--- config.mk ---
export PLATFORM = sky130hd
export DESIGN_NAME = prime_range_scanner
export DESIGN_NICKNAME = d
export VERILOG_FILES = /design/src/rtl/prime_range_scanner.sv
export SDC_FILE = /design/constraint.sdc
export NUM_CORES = 1
export LEC_CHECK = 0
export ABC_CLOCK_PERIOD_IN_PS = 2400
export CAP_MARGIN = 25
export CORE_AREA = 2 2 85 87
export CTS_CLUSTER_DIAMETER = 150
export DETAILED_ROUTE_END_ITERATION = 6
export DIE_AREA = 0 0 87 89
export PLACE_DENSITY = 0.83
export RECOVER_POWER = 100
export REMOVE_ABC_BUFFERS = 1
export SYNTH_ARGS = -nofsm -noshare
export SYNTH_HDL_FRONTEND = slang
export SYNTH_SLANG_ARGS = --single-unit
export TNS_END_PERCENT = 5
--- constraint.sdc ---
create_clock -name clk -period 2.4 [get_ports clk]
set_input_delay 0.48 -clock clk [delete_from_list [all_inputs] [get_ports clk]]
set_output_delay 0.48 -clock clk [all_outputs]
set_load 0.005 [all_outputs]
--- src/rtl/prime_range_scanner.sv ---
// Sweeps candidates lo..hi into a combinational prime detector and queues
// every prime into a first-word fall-through FIFO with a valid/ready output.
module prime_range_scanner #(
  parameter int WIDTH      = 8,
  parameter int FIFO_DEPTH = 4
) (
  input  logic             clk,
  input  logic             rst,
  input  logic             start,
  input  logic [WIDTH-1:0] lo,
  input  logic [WIDTH-1:0] hi,
  output logic [WIDTH-1:0] cand,
  input  logic             is_prime,
  output logic [WIDTH-1:0] out_data,
  output logic             out_valid,
  input  logic             out_ready,
  output logic             busy,
  output logic             done,
  output logic [WIDTH-1:0] prime_count
);

  localparam int AW = $clog2(FIFO_DEPTH);

  typedef enum logic [1:0] {IDLE, SCAN, FLUSH} state_t;

  state_t           state, state_n;
  logic [WIDTH-1:0] cand_n, hi_r, hi_n, count_n;
  logic             done_n;

  logic [WIDTH-1:0] mem [FIFO_DEPTH];
  logic [AW:0]      wr_ptr, rd_ptr;
  logic             empty, full, push, pop, can_accept, advance;

  // Pointers carry one extra wrap bit so full and empty are distinguishable.
  assign empty      = (wr_ptr == rd_ptr);
  assign full       = (wr_ptr[AW] != rd_ptr[AW]) && (wr_ptr[AW-1:0] == rd_ptr[AW-1:0]);
  assign pop        = !empty && out_ready;
  assign can_accept = !full || pop;
  assign advance    = !is_prime || can_accept;
  assign push       = (state == SCAN) && advance && is_prime;

  assign out_valid  = !empty;
  assign out_data   = empty ? '0 : mem[rd_ptr[AW-1:0]];
  assign busy       = (state != IDLE);

  always_comb begin
    // NOTE: every signal gets a default first so no path leaves one unassigned (no latches).
    state_n = state;
    cand_n  = cand;
    hi_n    = hi_r;
    count_n = prime_count;
    done_n  = 1'b0;
    case (state)
      IDLE: begin
        if (start) begin
          count_n = '0;
          if (lo <= hi) begin
            cand_n  = lo;
            hi_n    = hi;
            state_n = SCAN;
          end else begin
            done_n = 1'b1;
          end
        end
      end
      SCAN: begin
        if (advance) begin
          if (is_prime) count_n = prime_count + WIDTH'(1);
          // Compare before incrementing so hi = all-ones never wraps cand.
          if (cand == hi_r) state_n = FLUSH;
          else              cand_n  = cand + WIDTH'(1);
        end
      end
      FLUSH: begin
        if (empty) begin
          done_n  = 1'b1;
          state_n = IDLE;
        end
      end
      default: state_n = IDLE;
    endcase
  end

  always_ff @(posedge clk or posedge rst) begin
    if (rst) begin
      state       <= IDLE;
      cand        <= '0;
      hi_r        <= '0;
      prime_count <= '0;
      done        <= 1'b0;
      wr_ptr      <= '0;
      rd_ptr      <= '0;
    end else begin
      state       <= state_n;
      cand        <= cand_n;
      hi_r        <= hi_n;
      prime_count <= count_n;
      done        <= done_n;
      if (push) wr_ptr <= wr_ptr + (AW+1)'(1);
      if (pop)  rd_ptr <= rd_ptr + (AW+1)'(1);
    end
  end

  // NOTE: storage is not reset; out_valid gates it, so stale contents are never visible.
  always_ff @(posedge clk) begin
    if (push) mem[wr_ptr[AW-1:0]] <= cand;
  end

endmodule

==> metrics <==
via/cell ratio 5.43; Post-Synthesis Cells 257; ys flop type dfrtp_1; Final Power 5.19 mW; Post-synth ARST share 0.508; Die Span X 87 um; VDD IR-drop max 0.473 mV; Clk Latency, worst-skew pair 350 ps; Final WS setup 87.5 ps; critical path peak fanout 8; Final Hold Viols 0; top cell type's share of synthesized area 0.291; fin nets 365; fin crit period 2310 ps; pre-CTS setup slack -326 ps; Yosys cell types 48; yosys warns 0; Diodes inserted 0; worst min path class register to register; critical path cell sequence buf_6, mux4_2, and2_1, dlygate4sd2_1; critical path's slowest cell mux4_2; CTS buffer count 9; minimum hold slack 492 ps; Post-synth top cells dfrtp_1 (33), edfxtp_1 (32), ha_1 (15); Slew HR 0.455; die height 89 um; # setup viols final 0; CP Data Arrival Time 1830 ps; Rows 30; fin crit share 0.964; Iter 0 DRT Violations 128; status finished, final reports clean; Yosys top cell by area edfxtp_1; Final ANT Viol Nets 0; Layout Area Growth over Synthesis 27.2%; full die area 0.00774 mm^2; Synth Cell Area 0.00330 mm^2; Finished Cell Area 0.00420 mm^2; WP buf/inv 2; maximum clock insertion buffer count 2; DP HPWL 4920 um; I/O pin count 48; drt drc 0; count leader, synth dfrtp_1; Via Count 2247; initial core utilization 0.492; total gr overflow 0; WP data required 1920 ps; Placed Area 0.00396 mm^2; leakage 1.72 nW; first-pass GRT wire length 11100 um; number of port buffers 47; Worst Setup Path Type register to output port; TritonCTS clock tree done; GRT Total Usage 0.193; crit end category output port; number of synthesized flops with an enable pin 32; initial antenna violation count 0; main area contributors after synthesis edfxtp_1 (29%), dfrtp_1 (25%), ha_1 (5.7%); Seq/Total Area, Yosys 0.541; RSZ-0062 raised after global routing yes; DRT Pass-1 Iters 4; GPL Wtd Cong 0.828; worst slew pin tran 817 ps; Yosys reg bits 65; CP delay by family, top multiplexers; fillers 525; cell area power density 1230 mW/mm^2; Core Box Area 0.00672 mm^2; DR WL/cell 16.3 um; layout cells sized above 1 0.216; clock skew 8.18 ps; vias in the first global route 2237; Routed WL 6730 um; max cap viols 0; critical path's largest stage delay 520 ps; CTS root buf clkbuf_8; Mean Syn Cell Area 12.9 um^2; total negative setup slack 0 ps; H-tree lvl count 3; Worst-path clk slew 70 ps; largest net degree at the start of global routing 34; startpoint types register; max-slew violation count 0; Peak Freq 0.432 GHz; Clock Sinks 65
worst paths after layout:
path                           start           to  slack (ps)  depth (start not counted)
max in group asynchronous        rst    rd_ptr[0]        1080                          3
min in group asynchronous        rst      hi_r[1]         800                          3
hold reg to reg             state[0]         done         490                          1
setup / recovery           rd_ptr[0]  out_data[7]          90                          4
setup reg to reg           rd_ptr[0]    wr_ptr[2]         200                          8
hold / removal              state[0]         done         490                          1
state kept, by name, indices dropped and copies added (netlist names):
signal	cells
hi_r	8
done	1
state	2
wr_ptr	3
cand	8
rd_ptr	3
mem	32
prime_count	8
report_power, final:
part	leakage [nW]	total [mW]	internal, mW	switching [mW]
registers	0.699	1.85	1.53	0.319
logic	0.909	2.21	1.16	1.05
clock network	0.117	1.13	0.689	0.440
layout make-up:
class	count	area (um^2)	area share
Sequential cell	65	1790	0.425
Multi-Input combinational cell	170	1410	0.334
Timing Repair Buffer	70	619	0.147
Clock buffer	9	124	0.0295
Clock inverter	7	119	0.0283
Tap cell	80	100	0.0238
Inverter	13	48.8	0.0116
through the flow:
stage / util / cells
floorplan: - / 248
global placement: 0.589 / 395
detailed placement: 0.589 / 395
CTS: 0.627 / 411
global route: 0.626 / 414
finish: 0.626 / 414
routing by layer:
metal | up-vias | routed length [um] | global-route usage
met4 | 0 | 102 | 0.0753
met1 | 1075 | 2850 | 0.236
met5 | - | 0 | 0
li1 | 1082 | - | -
met3 | 10 | 325 | 0.0462
met2 | 80 | 3460 | 0.334
kinds of logic after synthesis:
logic type | Yosys count | share of synthesized area
flip-flops | 65 | 0.541
multiplexers | 19 | 0.0917
AO/OA/AOI/OAI | 43 | 0.0943
XOR/XNOR | 19 | 0.0583
adder cells (fa/ha/maj) | 15 | 0.0568
AND/OR/NAND/NOR | 74 | 0.124
buffers and inverters | 22 | 0.0341
cells in the final DEF (no fill, tap or decap), drive strengths merged, types with 4 or more instances in the layout:
cell type / count
a21oi: 10
and2: 13
and3: 5
buf: 15
clkbuf: 17
clkdlybuf4s50: 19
dfrtp: 33
dlygate4sd2: 8
dlygate4sd3: 19
edfxtp: 32
ha: 15
inv: 13
mux2: 10
mux4: 8
nand2: 13
nand3: 12
nor2: 14
nor3: 5
o21ai: 15
o31ai: 5
xnor2: 4
xor2: 15
what timing repair did:
action,CTS,global route
endpoints found under the setup margin,9,10
resized for setup,13,3
pin swaps,0,2
buffers inserted,0,3
hold buffers,0,0
worst register-to-register path: cells and delay by family (launching register included):
kind | cells | cell delay [ps]
flops | 1 | 400
xor+xnor | 2 | 400
simple gates | 3 | 790
buf+inv | 3 | 470
Note: power is estimated with default switching activity, not from simulation.
